## src/rtl/clk_enable_gen_pkg.sv

```systemverilog
// Shared types and defaults for the clk_enable_gen clock-enable generator.
// Optional phase preload is built in when CLKGEN_PHASE_EN is defined.
package clk_enable_gen_pkg;

    localparam int unsigned DIV_W = 16;

    typedef logic [DIV_W-1:0] div_t;

    typedef enum logic {
        CH_IDLE = 1'b0,
        CH_RUN  = 1'b1
    } ch_state_e;

endpackage : clk_enable_gen_pkg

```

## src/rtl/clk_enable_ch.sv

```systemverilog
// One clock-enable channel: run/idle FSM, wrap counter, shadowed divisor, tick and div_out.
// With CLKGEN_PHASE_EN defined, sync_restart preloads the counter from phase_i.
module clk_enable_ch #(
    parameter int unsigned DIV_W       = clk_enable_gen_pkg::DIV_W,
    parameter int unsigned DEFAULT_DIV = 1
) (
    input  logic             clk,
    input  logic             rst,
    input  logic             ch_en_i,
    input  logic             div_load_i,
    input  logic [DIV_W-1:0] div_val_i,
    input  logic             sync_restart_i,
`ifdef CLKGEN_PHASE_EN
    input  logic [DIV_W-1:0] phase_i,
`endif
    output logic             tick_o,
    output logic             div_out_o,
    output logic             err_o
);

    import clk_enable_gen_pkg::*;

    localparam logic [DIV_W-1:0] ONE       = DIV_W'(1);
    localparam logic [DIV_W-1:0] RESET_DIV = DIV_W'(DEFAULT_DIV);

    ch_state_e        state_q, state_d;
    logic [DIV_W-1:0] cnt_q, cnt_d;
    logic [DIV_W-1:0] div_q, div_d;
    logic [DIV_W-1:0] shadow_q, shadow_d;
    logic             pend_q, pend_d;
    logic             tick_q, tick_d;
    logic             div_out_q, div_out_d;

    logic [DIV_W-1:0] load_safe;
    logic [DIV_W-1:0] n_now;
    logic [DIV_W-1:0] phase_start;
    logic             phase_bad;
    logic             wrap;

    // A divisor of zero is meaningless; it is replaced by one and flagged.
    assign load_safe = (div_val_i == '0) ? ONE : div_val_i;
    assign wrap      = (cnt_q == div_q - ONE);

    // Divisor in force if it were applied this cycle: a fresh load beats a pending shadow.
    always_comb begin
        n_now = div_q;
        if (div_load_i) begin
            n_now = load_safe;
        end else if (pend_q) begin
            n_now = shadow_q;
        end
    end

`ifdef CLKGEN_PHASE_EN
    always_comb begin
        phase_start = phase_i;
        phase_bad   = 1'b0;
        if (phase_i >= n_now) begin
            phase_start = n_now - ONE;
            phase_bad   = 1'b1;
        end
    end
`else
    assign phase_start = '0;
    assign phase_bad   = 1'b0;
`endif

    always_comb begin
        // NOTE: every variable gets its hold value first so no path through the
        // case/if tree can leave one unassigned and infer a latch.
        state_d   = state_q;
        cnt_d     = cnt_q;
        div_d     = div_q;
        shadow_d  = shadow_q;
        pend_d    = pend_q;
        tick_d    = 1'b0;
        div_out_d = div_out_q;
        err_o     = div_load_i && (div_val_i == '0);

        unique case (state_q)
            CH_IDLE: begin
                cnt_d     = '0;
                div_out_d = 1'b0;
                pend_d    = 1'b0;
                if (div_load_i) begin
                    div_d = load_safe;
                end
                if (ch_en_i && !sync_restart_i) begin
                    state_d = CH_RUN;
                end
            end

            CH_RUN: begin
                if (!ch_en_i) begin
                    state_d   = CH_IDLE;
                    cnt_d     = '0;
                    div_out_d = 1'b0;
                    div_d     = n_now;
                    pend_d    = 1'b0;
                end else if (sync_restart_i) begin
                    cnt_d     = phase_start;
                    div_out_d = 1'b0;
                    div_d     = n_now;
                    pend_d    = 1'b0;
                    err_o     = err_o || phase_bad;
                end else if (wrap) begin
                    // Shadow is only applied here, so a running period is never cut short.
                    cnt_d     = '0;
                    tick_d    = 1'b1;
                    div_out_d = ~div_out_q;
                    div_d     = n_now;
                    pend_d    = 1'b0;
                end else begin
                    cnt_d = cnt_q + ONE;
                    if (div_load_i) begin
                        shadow_d = load_safe;
                        pend_d   = 1'b1;
                    end
                end
            end

            default: begin
                state_d = CH_IDLE;
            end
        endcase
    end

    always_ff @(posedge clk or negedge rst) begin
        if (!rst) begin
            state_q   <= CH_IDLE;
            cnt_q     <= '0;
            div_q     <= RESET_DIV;
            shadow_q  <= RESET_DIV;
            pend_q    <= 1'b0;
            tick_q    <= 1'b0;
            div_out_q <= 1'b0;
        end else begin
            // NOTE: non-blocking updates make every register see the pre-edge
            // values, so ordering inside this block cannot change behaviour.
            state_q   <= state_d;
            cnt_q     <= cnt_d;
            div_q     <= div_d;
            shadow_q  <= shadow_d;
            pend_q    <= pend_d;
            tick_q    <= tick_d;
            div_out_q <= div_out_d;
        end
    end

    assign tick_o    = tick_q;
    assign div_out_o = div_out_q;

endmodule : clk_enable_ch

```

## src/rtl/clk_enable_gen.sv

```systemverilog
// Multi-channel runtime-programmable clock-enable generator; ticks and div_out are data, not clocks.
// Define CLKGEN_PHASE_EN to add the phase_val port used by sync_restart.
module clk_enable_gen #(
    parameter int unsigned NUM_CH      = 2,
    parameter int unsigned DIV_W       = clk_enable_gen_pkg::DIV_W,
    parameter int unsigned DEFAULT_DIV = 1
) (
    input  logic                    clk,
    input  logic                    rst,
    input  logic [NUM_CH-1:0]       ch_en,
    input  logic [NUM_CH-1:0]       div_load,
    input  logic [NUM_CH*DIV_W-1:0] div_val,
    input  logic                    sync_restart,
`ifdef CLKGEN_PHASE_EN
    input  logic [NUM_CH*DIV_W-1:0] phase_val,
`endif
    output logic [NUM_CH-1:0]       tick,
    output logic [NUM_CH-1:0]       div_out,
    output logic                    cfg_err
);

    import clk_enable_gen_pkg::*;

    logic [NUM_CH-1:0] ch_err;
    logic              cfg_err_q;

    for (genvar i = 0; i < NUM_CH; i++) begin : g_ch
        clk_enable_ch #(
            .DIV_W       (DIV_W),
            .DEFAULT_DIV (DEFAULT_DIV)
        ) u_ch (
            .clk            (clk),
            .rst            (rst),
            .ch_en_i        (ch_en[i]),
            .div_load_i     (div_load[i]),
            .div_val_i      (div_val[i*DIV_W +: DIV_W]),
            .sync_restart_i (sync_restart),
`ifdef CLKGEN_PHASE_EN
            .phase_i        (phase_val[i*DIV_W +: DIV_W]),
`endif
            .tick_o         (tick[i]),
            .div_out_o      (div_out[i]),
            .err_o          (ch_err[i])
        );
    end

    // Sticky until reset: software reads it long after the offending load.
    always_ff @(posedge clk or negedge rst) begin
        if (!rst) begin
            cfg_err_q <= 1'b0;
        end else if (|ch_err) begin
            cfg_err_q <= 1'b1;
        end
    end

    assign cfg_err = cfg_err_q;

endmodule : clk_enable_gen

```

## config.mk

```make
export PLATFORM = sky130hd
export DESIGN_NAME = clk_enable_gen
export DESIGN_NICKNAME = d
export VERILOG_FILES = /design/src/rtl/clk_enable_gen_pkg.sv /design/src/rtl/clk_enable_ch.sv /design/src/rtl/clk_enable_gen.sv
export SDC_FILE = /design/constraint.sdc
export NUM_CORES = 1
export LEC_CHECK = 0
export CORE_UTILIZATION = 59
export DETAILED_ROUTE_END_ITERATION = 10
export PLACE_DENSITY = 0.86
export REMOVE_ABC_BUFFERS = 1
export SLEW_MARGIN = 10
export SYNTH_ARGS = -nofsm -noshare
export SYNTH_HDL_FRONTEND = slang
export SYNTH_SLANG_ARGS = --single-unit
```

## constraint.sdc

```tcl
create_clock -name clk -period 4.51 [get_ports clk]
set_input_delay 0.6765 -clock clk [delete_from_list [all_inputs] [get_ports clk]]
set_output_delay 0.6765 -clock clk [all_outputs]
set_load 0.03 [all_outputs]
```

==> flow_metrics.tcl, run 1 <==
set metrics [dict create \
    status "finished, final reports clean" \
    clk_pin_slew_ps 100 \
    stdcell_count 723 \
    final_hold_viol_count 0 \
    synth_edf_count 0 \
    track_usage_pct 25.62 \
    p_per_area_nw_per_um2 348.2 \
    die_w_um 101.9 \
    die_y_um 101.9 \
    fin_worst_skew_ps 10.02 \
    worstSetupStartpointType "flip-flop" \
    cts_setup_buffers 0 \
    worstSetupEndpointType "flip-flop" \
    viasPerCell 5.900 \
    grt_pass1_wl_um 20520 \
    diodes 0 \
    post-place-ws_ps 914.4 \
    fmax_mhz 268.1 \
    crit_required_ps 4770 \
    hold_buffers 0 \
    p_leak_uw 0.002736 \
    setup_slack_ps 779.9 \
    regToRegEndpoint "g_ch[0].u_ch.div_q[6]$_DFFE_PN0P_" \
    gp_congestion 0.9691 \
    syn_avg_cell_area_sq_um 10.51 \
    fin_nets 628 \
    reg2reg_slack_ps 780 \
    tightest_slew_ps 896.0 \
    setup_tns_ps 0 \
    synth_ff_type "dfrtp_1" \
    fin_crit_sh_pct 82.71 \
    r2r_cells 10 \
    ys_types 58 \
    drt_iter0_markers 266 \
    hold_class "in2async" \
    clockBufferDepth 2 \
    fin_area_sq_um 6595 \
    wl_per_cell_um 16.92 \
    ctsResizeCount 0 \
    ys_warn_count 0 \
    layout-drive-gt1-share_pct 16.10 \
    grt_max_degree 70 \
    cts_root_buf "clkbuf_8" \
    firstDrtPassIters 5 \
    rows 36 \
    report.final.slew_viol_count 0 \
    overflow 0 \
    grt_antenna_before_repair 0 \
    grt_pass1_vias 4162 \
    drt_wl_total_um 12230 \
    slew_headroom_pct 40.26 \
    crit_type "reg2reg" \
    yosysSeqAreaShare_pct 44.73 \
    synthArstFlopShare_pct 100.0 \
    setup_viol 0 \
    clkLatencyLatePin_ps 370 \
    clkSinkCount 105 \
    hpwl_um 8814 \
    endpoint "g_ch[0].u_ch.div_q[6]$_DFFE_PN0P_" \
    initial_core_util_pct 60.49 \
    dpl_cell_area_sq_um 6347 \
    area_growth_pct 12.05 \
    dp.cells 707 \
    cap_violations 0 \
    ant_nets 0 \
    crit_start "g_ch[0].u_ch.div_q[0]$_DFFE_PN1P_" \
    portBuffers 43 \
    syn_inst 560 \
    drc 0 \
    path_max_fanout 16 \
    htree_levels 3 \
    coreArea_sq_um 9729 \
    whs_ps 402.7 \
    cts_tree "done" \
    grt_setup_unrepaired "no" \
    crit_arrival_ps 3990 \
    cts_made_buffers 9 \
    synth_seq_cells 105 \
    r2r-start "g_ch[0].u_ch.div_q[0]$_DFFE_PN1P_" \
    irDropWorstVdd_mv 0.1960 \
    io_pins 44 \
    min_period_ps 3730 \
    syn_area_sq_um 5886 \
    vias 4266 \
    die_area_sq_um 10380 \
]
==> final cells by class <==
| cell class | count | area [sq um] |
|---|---|---|
| inverters | 15 | 56.30 |
| well taps | 133 | 166.4 |
| repair buffers | 47 | 457.9 |
| flip-flops and latches | 105 | 2633 |
| clock buffers | 9 | 123.9 |
| fillers | 740 | 3134 |
| clock inverters | 7 | 123.9 |
| multi-input cells | 407 | 3034 |
==> cells in the mapped netlist (all sizes together), types with 8 or more instances <==
cell | n | share of area, %
dfrtp | 101 | 43
nor3 | 15 | 1.3
nor2 | 63 | 4.2
clkbuf | 22 | 1.4
xnor2 | 28 | 4.2
o21ai | 8 | 0.74
mux2i | 29 | 4.9
buf | 11 | 1.4
xor2 | 36 | 5.4
mux2 | 58 | 12
a31oi | 13 | 1.4
nand3 | 18 | 1.5
inv | 15 | 0.96
nand2 | 22 | 1.4
nand4 | 12 | 1.3
nor4 | 16 | 2.2
a21oi | 21 | 1.8
==> cells by family after synthesis <==
kind of cell | share of synthesized area (%)
mux | 16.67
fa+ha+maj | 0.8504
simple gates | 17.39
flops | 44.73
xor+xnor | 9.524
buf+inv | 3.720
compound gates | 7.122
==> routing by layer <==
metal  vias up  global-route usage (%)  part of all wire [%]
li1       2036                       -                     -
met1      2091                   36.40                    47
met2       117                   39.55                    46
met3        22                   4.583                   4.7
met4         0                   9.560                   2.2
met5         -                       0                     0
==> worst min path at each step <==
stage	slack [ps]	endpoint	start
floorplan	380	cfg_err$_DFFE_PN0P_	rst
global route	480	g_ch[1].u_ch.shadow_q[6]$_DFFE_PN0P_	rst
CTS	430	g_ch[1].u_ch.shadow_q[6]$_DFFE_PN0P_	rst
finish	400	g_ch[1].u_ch.shadow_q[6]$_DFFE_PN0P_	rst
global placement	470	cfg_err$_DFFE_PN0P_	cfg_err$_DFFE_PN0P_
detailed placement	460	cfg_err$_DFFE_PN0P_	cfg_err$_DFFE_PN0P_
==> through the flow <==
step	power, uW	util [%]
after floorplan	1449	-
after global placement	1567	65.24
after detailed placement	1594	65.24
after CTS	2310	67.79
after global routing	2411	67.79
final	2296	67.79
==> sequential cells by signal (all words and copies together) (netlist names) <==
signal and cells:
g_ch.u_ch.tick_o 2, g_ch.u_ch.pend_q 2, g_ch.u_ch.state_q 2, g_ch.u_ch.cnt_q 32, g_ch.u_ch.div_q 32, cfg_err 1, g_ch.u_ch.div_out_o 2, g_ch.u_ch.shadow_q 32
==> cells in the final DEF (no fill, tap or decap), drive strengths merged, types with 21 or more instances in the layout <==
cell	netlist	layout
mux2i	29	29
clkdlybuf4s50	0	42
xor2	36	36
dfrtp	101	101
mux2	58	58
xnor2	28	28
nor2	63	63
nand2	22	22
a21oi	21	21
==> critical path: stages, from the launching register on <==
cell	delay, ps
dfstp_2	400
inv_1	90
ha_1	230
or3b_2	550
nor4_4	350
xor2_1	230
o221ai_1	150
a21oi_1	300
nor4_1	160
o21ai_2	720
mux2_2	420
==> power breakdown <==
group / internal [uW] / switching [uW] / total, uW
Sequential: 1060 / 113 / 1170
Clock: 375 / 337 / 712
Combinational: 224 / 187 / 411
Note: power is estimated with default switching activity, not from simulation.
==> run 2: changes to the inputs <==
--- a/config.mk
+++ b/config.mk
@@ -5,9 +5,9 @@
 export SDC_FILE = /design/constraint.sdc
 export NUM_CORES = 1
 export LEC_CHECK = 0
-export CORE_UTILIZATION = 59
+export CORE_UTILIZATION = 53
 export DETAILED_ROUTE_END_ITERATION = 10
-export PLACE_DENSITY = 0.86
+export PLACE_DENSITY = 0.82
 export REMOVE_ABC_BUFFERS = 1
 export SLEW_MARGIN = 10
 export SYNTH_ARGS = -nofsm -noshare
==> constraint.sdc (replaced) <==
create_clock -name clk -period 3.3 [get_ports clk]
set_input_delay 0.495 -clock clk [delete_from_list [all_inputs] [get_ports clk]]
set_output_delay 0.495 -clock clk [all_outputs]
set_load 0.03 [all_outputs]
==> flow_metrics.tcl, run 2 (synthesized netlist as in run 1, its figures left out) <==
set metrics [dict create \
    status "finished, final reports clean" \
    drt_wl_total_um 12750 \
    fmax_mhz 308.3 \
    cts_made_buffers 9 \
    cts_tree "done" \
    overflow 0 \
    grt_pass1_vias 4252 \
    irDropWorstVdd_mv 0.2597 \
    die_y_um 107.4 \
    hpwl_um 9228 \
    path_max_fanout 5 \
    total_power_uw 2974 \
    min_period_ps 3244 \
    grt_setup_unrepaired "no" \
    slew_headroom_pct 42.81 \
    io_pins 44 \
    setup_slack_ps 56.33 \
    portBuffers 43 \
    multi_input_area_sq_um 3073 \
    htree_levels 3 \
    reg_top3 "g_ch.u_ch.cnt_q (32), g_ch.u_ch.div_q (32), g_ch.u_ch.shadow_q (32)" \
    crit_buf_inv 2 \
    cap_violations 0 \
    clockBufferDepth 2 \
    die_area_sq_um 11530 \
    grt_pass1_wl_um 21280 \
    vias 4291 \
    track_usage_pct 24.07 \
    crit_arrival_ps 3520 \
    grt_antenna_before_repair 0 \
    layout-drive-gt1-share_pct 19.21 \
    die_w_um 107.4 \
    slowest_stage "dfstp_2" \
    worstSetupStartpointType "flip-flop" \
    setup_viol 0 \
    regArea_sq_um 2633 \
    crit_chain "inv_1 -> ha_1 -> nand2_1 -> nand2b_1 -> a2111oi_0 -> o2111a_1 -> or4b_4 -> o31ai_4 -> nor2_4 -> buf_4 -> mux2_4" \
    gp_congestion 0.8875 \
    clkSinkCount 105 \
    mostFrequentLayoutCells "dfrtp_1 (101), nor2_1 (61), mux2_2 (48), clkdlybuf4s50_1 (42), xor2_1 (36)" \
    firstDrtPassIters 4 \
    clkLatencyLatePin_ps 390 \
    ant_nets 0 \
    fin_nets 642 \
    crit_required_ps 3580 \
    diodes 0 \
    area_growth_pct 14.22 \
    cts_root_buf "clkbuf_8" \
    cpLargestDelayFamily "compound AO/OA/AOI/OAI gates" \
    clk_pin_slew_ps 100 \
    coreArea_sq_um 10840 \
    viasPerCell 5.767 \
    r2r-start "g_ch[0].u_ch.div_q[0]$_DFFE_PN1P_" \
    fin_worst_skew_ps 11.81 \
    initial_core_util_pct 54.29 \
    final_hold_viol_count 0 \
    wl_per_cell_um 17.14 \
    post-place-ws_ps -48.18 \
    grt_max_degree 59 \
    report.final.slew_viol_count 0 \
    worstSetupEndpointType "flip-flop" \
    hold_buffers 0 \
    crit_type "reg2reg" \
    nFillCells 894 \
    fin_crit_sh_pct 98.29 \
    p_leak_uw 0.002802 \
    rows 38 \
    drt_iter0_markers 278 \
    cp_slowest_stage_delay_ps 580 \
    crit_start "g_ch[0].u_ch.div_q[0]$_DFFE_PN1P_" \
    p_per_area_nw_per_um2 442.4 \
    drc 0 \
    layout_commonest_cell "dfrtp_1" \
    tightest_slew_ps 855.7 \
    hold_class "in2async" \
]
==> run 2: final timing paths <==
kind / to / slack (ps) / cells after the start
setup / recovery: g_ch[0].u_ch.shadow_q[1]$_DFFE_PN0P_ / 60 / 11
hold / removal: g_ch[1].u_ch.shadow_q[5]$_DFFE_PN0P_ / 150 / 1
setup reg to reg: g_ch[0].u_ch.shadow_q[1]$_DFFE_PN0P_ / 60 / 11
hold reg to reg: g_ch[0].u_ch.pend_q$_DFFE_PN0P_ / 500 / 2
max in group asynchronous: g_ch[0].u_ch.div_q[0]$_DFFE_PN1P_ / 2290 / 2
min in group clk: g_ch[0].u_ch.pend_q$_DFFE_PN0P_ / 500 / 2
==> run 2: area by class of cell <==
cell class | count | share of cell area [%]
multi-input cells | 407 | 45.71
flip-flops and latches | 105 | 39.16
repair buffers | 61 | 8.934
well taps | 140 | 2.606
clock buffers | 10 | 2.047
inverters | 15 | 0.8375
clock inverters | 6 | 0.7072
==> run 2: metal layers <==
layer  vias up  GRT usage, %  part of all wire, %
li1       2061             -                    -
met1      2122         35.13                   48
met2        94         36.27                   45
met3        14         3.511                  5.0
met4         0         9.002                  1.5
met5         -             0                    0
==> run 2: report_power, final <==
group | internal (uW) | switching, uW | leakage (uW)
sequential | 1450 | 148 | 0.00132
clock | 305 | 473 | 0.0000941
combinational | 327 | 271 | 0.00139
total | 2080 | 893 | 0.00280
==> run 2: timing repair <==
| item | 4_1_cts | 5_1_grt |
|---|---|---|
| resized for setup | 1 | 8 |
| setup endpoints to repair | 18 | 34 |
| pin swaps | 1 | 1 |
| setup buffers | 2 | 0 |
==> run 2: through the flow <==
step           hold slack (ps)  instance area [sq um]  setup TNS [ps]  cells  utilization [%]
4_1_cts                  186.1                   6690               0    744            61.72
5_1_grt                  211.0                   6723               0    744            62.02
6_report                 149.4                   6723               0    744            62.02
2_1_floorplan            199.4                   5723           -6368    527                -
3_5_place_dp             474.3                   6471          -240.5    726            59.70
3_3_place_gp             473.5                   6471               0    726            59.70
==> run 3: changes to the inputs <==
--- a/config.mk
+++ b/config.mk
@@ -5,9 +5,10 @@
 export SDC_FILE = /design/constraint.sdc
 export NUM_CORES = 1
 export LEC_CHECK = 0
-export CORE_UTILIZATION = 53
+export CORE_MARGIN = 2
+export CORE_UTILIZATION = 64
 export DETAILED_ROUTE_END_ITERATION = 10
-export PLACE_DENSITY = 0.82
+export PLACE_DENSITY = 0.92
 export REMOVE_ABC_BUFFERS = 1
 export SLEW_MARGIN = 10
 export SYNTH_ARGS = -nofsm -noshare
==> constraint.sdc (replaced) <==
create_clock -name clk -period 4.1 [get_ports clk]
set_input_delay 0.615 -clock clk [delete_from_list [all_inputs] [get_ports clk]]
set_output_delay 0.615 -clock clk [all_outputs]
set_load 0.03 [all_outputs]
==> flow_metrics.tcl, run 3 (synthesized netlist as in run 1, its figures left out) <==
set metrics [dict create \
    status "finished, final reports clean" \
    layout-drive-gt1-share_pct 16.39 \
    coreArea_sq_um 8806 \
    drt_iter0_markers 435 \
    top_layer "met4" \
    gp_congestion 0.8700 \
    slew_headroom_pct 43.23 \
    layout_commonest_cell "dfrtp_1" \
    die_w_um 99.90 \
    final_hold_viol_count 0 \
    portBuffers 43 \
    cts_root_buf "clkbuf_8" \
    track_usage_pct 26.54 \
    hold_class "in2async" \
    total_power_uw 2402 \
    worstSetupEndpointType "flip-flop" \
    die_area_sq_um 9979 \
    cts_made_buffers 9 \
    p_leak_uw 0.002724 \
    area_growth_pct 10.99 \
    hold_buffers 0 \
    reg_top3 "g_ch.u_ch.cnt_q (32), g_ch.u_ch.div_q (32), g_ch.u_ch.shadow_q (32)" \
    vias 4372 \
    fin_area_sq_um 6533 \
    grt_antenna_before_repair 0 \
    cpLargestDelayFamily "simple AND/OR/NAND/NOR gates" \
    cap_violations 0 \
    report.final.slew_viol_count 0 \
    crit_required_ps 4370 \
    ctsResizeCount 0 \
    crit_type "reg2reg" \
    path_max_fanout 16 \
    dpl_cell_area_sq_um 6331 \
    htree_levels 3 \
    crit_buf_inv 0 \
    hpwl_um 8894 \
    diodes 0 \
    worstSetupStartpointType "flip-flop" \
    cts_tree "done" \
    firstDrtPassIters 5 \
    clkLatencyLatePin_ps 380 \
    grt_setup_unrepaired "no" \
    irDropWorstVdd_mv 0.2759 \
    cts_setup_buffers 0 \
    mostFrequentLayoutCells "dfrtp_1 (101), nor2_1 (61), mux2_2 (48), clkdlybuf4s50_1 (42), xor2_1 (36)" \
    crit_arrival_ps 3770 \
    clkSinkCount 105 \
    crit_chain "nor4_1 -> a21boi_0 -> or4_1 -> a221oi_1 -> and4_1 -> a21o_1 -> or2_1 -> mux2_2" \
    min_period_ps 3502 \
    ant_nets 0 \
    wl_per_cell_um 17.54 \
    setup_tns_ps 0 \
    p_per_area_nw_per_um2 367.7 \
    cp_slowest_stage_delay_ps 560 \
    clockBufferDepth 2 \
    slowest_stage "or2_1" \
    wl_met2_um 5961 \
    fin_worst_skew_ps 14.22 \
    drc 0 \
    overflow 0 \
    wl_met3_um 810 \
    die_y_um 99.90 \
    fin_nets 630 \
    drt_wl_total_um 12280 \
    grt_max_degree 53 \
    m1WireLength_um 5337 \
    io_pins 44 \
    tightest_slew_ps 849.4 \
    grt_pass1_vias 4354 \
    viasPerCell 6.246 \
    initial_core_util_pct 66.84 \
    fin_crit_sh_pct 85.42 \
    setup_viol 0 \
    clk_pin_slew_ps 110 \
    rows 34 \
    grt_pass1_wl_um 21060 \
    fmax_mhz 285.5 \
]
==> run 3: cell types whose count changed in the layout (fill, tap and decap cells not counted), sizes merged <==
cell  before  now
buf       19    7
==> run 3: area by class of cell <==
class / count / area [sq um]
Sequential cell: 105 / 2633
Timing Repair Buffer: 49 / 473.0
Inverter: 15 / 56.30
Clock buffer: 10 / 137.6
Fill cell: 590 / 2273
Clock inverter: 6 / 63.81
Tap cell: 108 / 135.1
Multi-Input combinational cell: 407 / 3034
==> run 3: report_power, final <==
part,internal [uW],switching [uW]
clock,256,395
combinational,248,211
sequential,1170,126
==> run 3: worst paths after layout <==
| check | cells past startpoint | from | end | slack, ps |
|---|---|---|---|---|
| max in group asynchronous | 2 | rst | g_ch[0].u_ch.div_q[0]$_DFFE_PN1P_ | 2970 |
| setup / recovery | 8 | g_ch[1].u_ch.div_q[2]$_DFFE_PN0P_ | g_ch[1].u_ch.shadow_q[4]$_DFFE_PN0P_ | 600 |
| hold / removal | 1 | rst | g_ch[1].u_ch.shadow_q[6]$_DFFE_PN0P_ | 240 |
| hold reg to reg | 2 | cfg_err$_DFFE_PN0P_ | cfg_err$_DFFE_PN0P_ | 520 |
| setup reg to reg | 8 | g_ch[1].u_ch.div_q[2]$_DFFE_PN0P_ | g_ch[1].u_ch.shadow_q[4]$_DFFE_PN0P_ | 600 |
| min in group clk | 2 | cfg_err$_DFFE_PN0P_ | cfg_err$_DFFE_PN0P_ | 520 |
==> run 3: metal layers <==
metal,GRT usage (%),vias up
met4,6.217,0
met2,43.19,153
met1,37.40,2166
met3,5.014,13
li1,-,2040
met5,0,-
==> run 3: through the flow <==
stage / util [%] / hold WS (ps) / std cells / setup WS [ps]
final: 74.18 / 241.8 / 700 / 597.7
after global routing: 74.18 / 283.8 / 700 / 382.0
after CTS: 74.18 / 260.6 / 700 / 620.1
after detailed placement: 71.90 / 476.6 / 684 / 660.1
after global placement: 71.90 / 475.0 / 684 / 783.4
after floorplan: - / 319.4 / 527 / 402.4
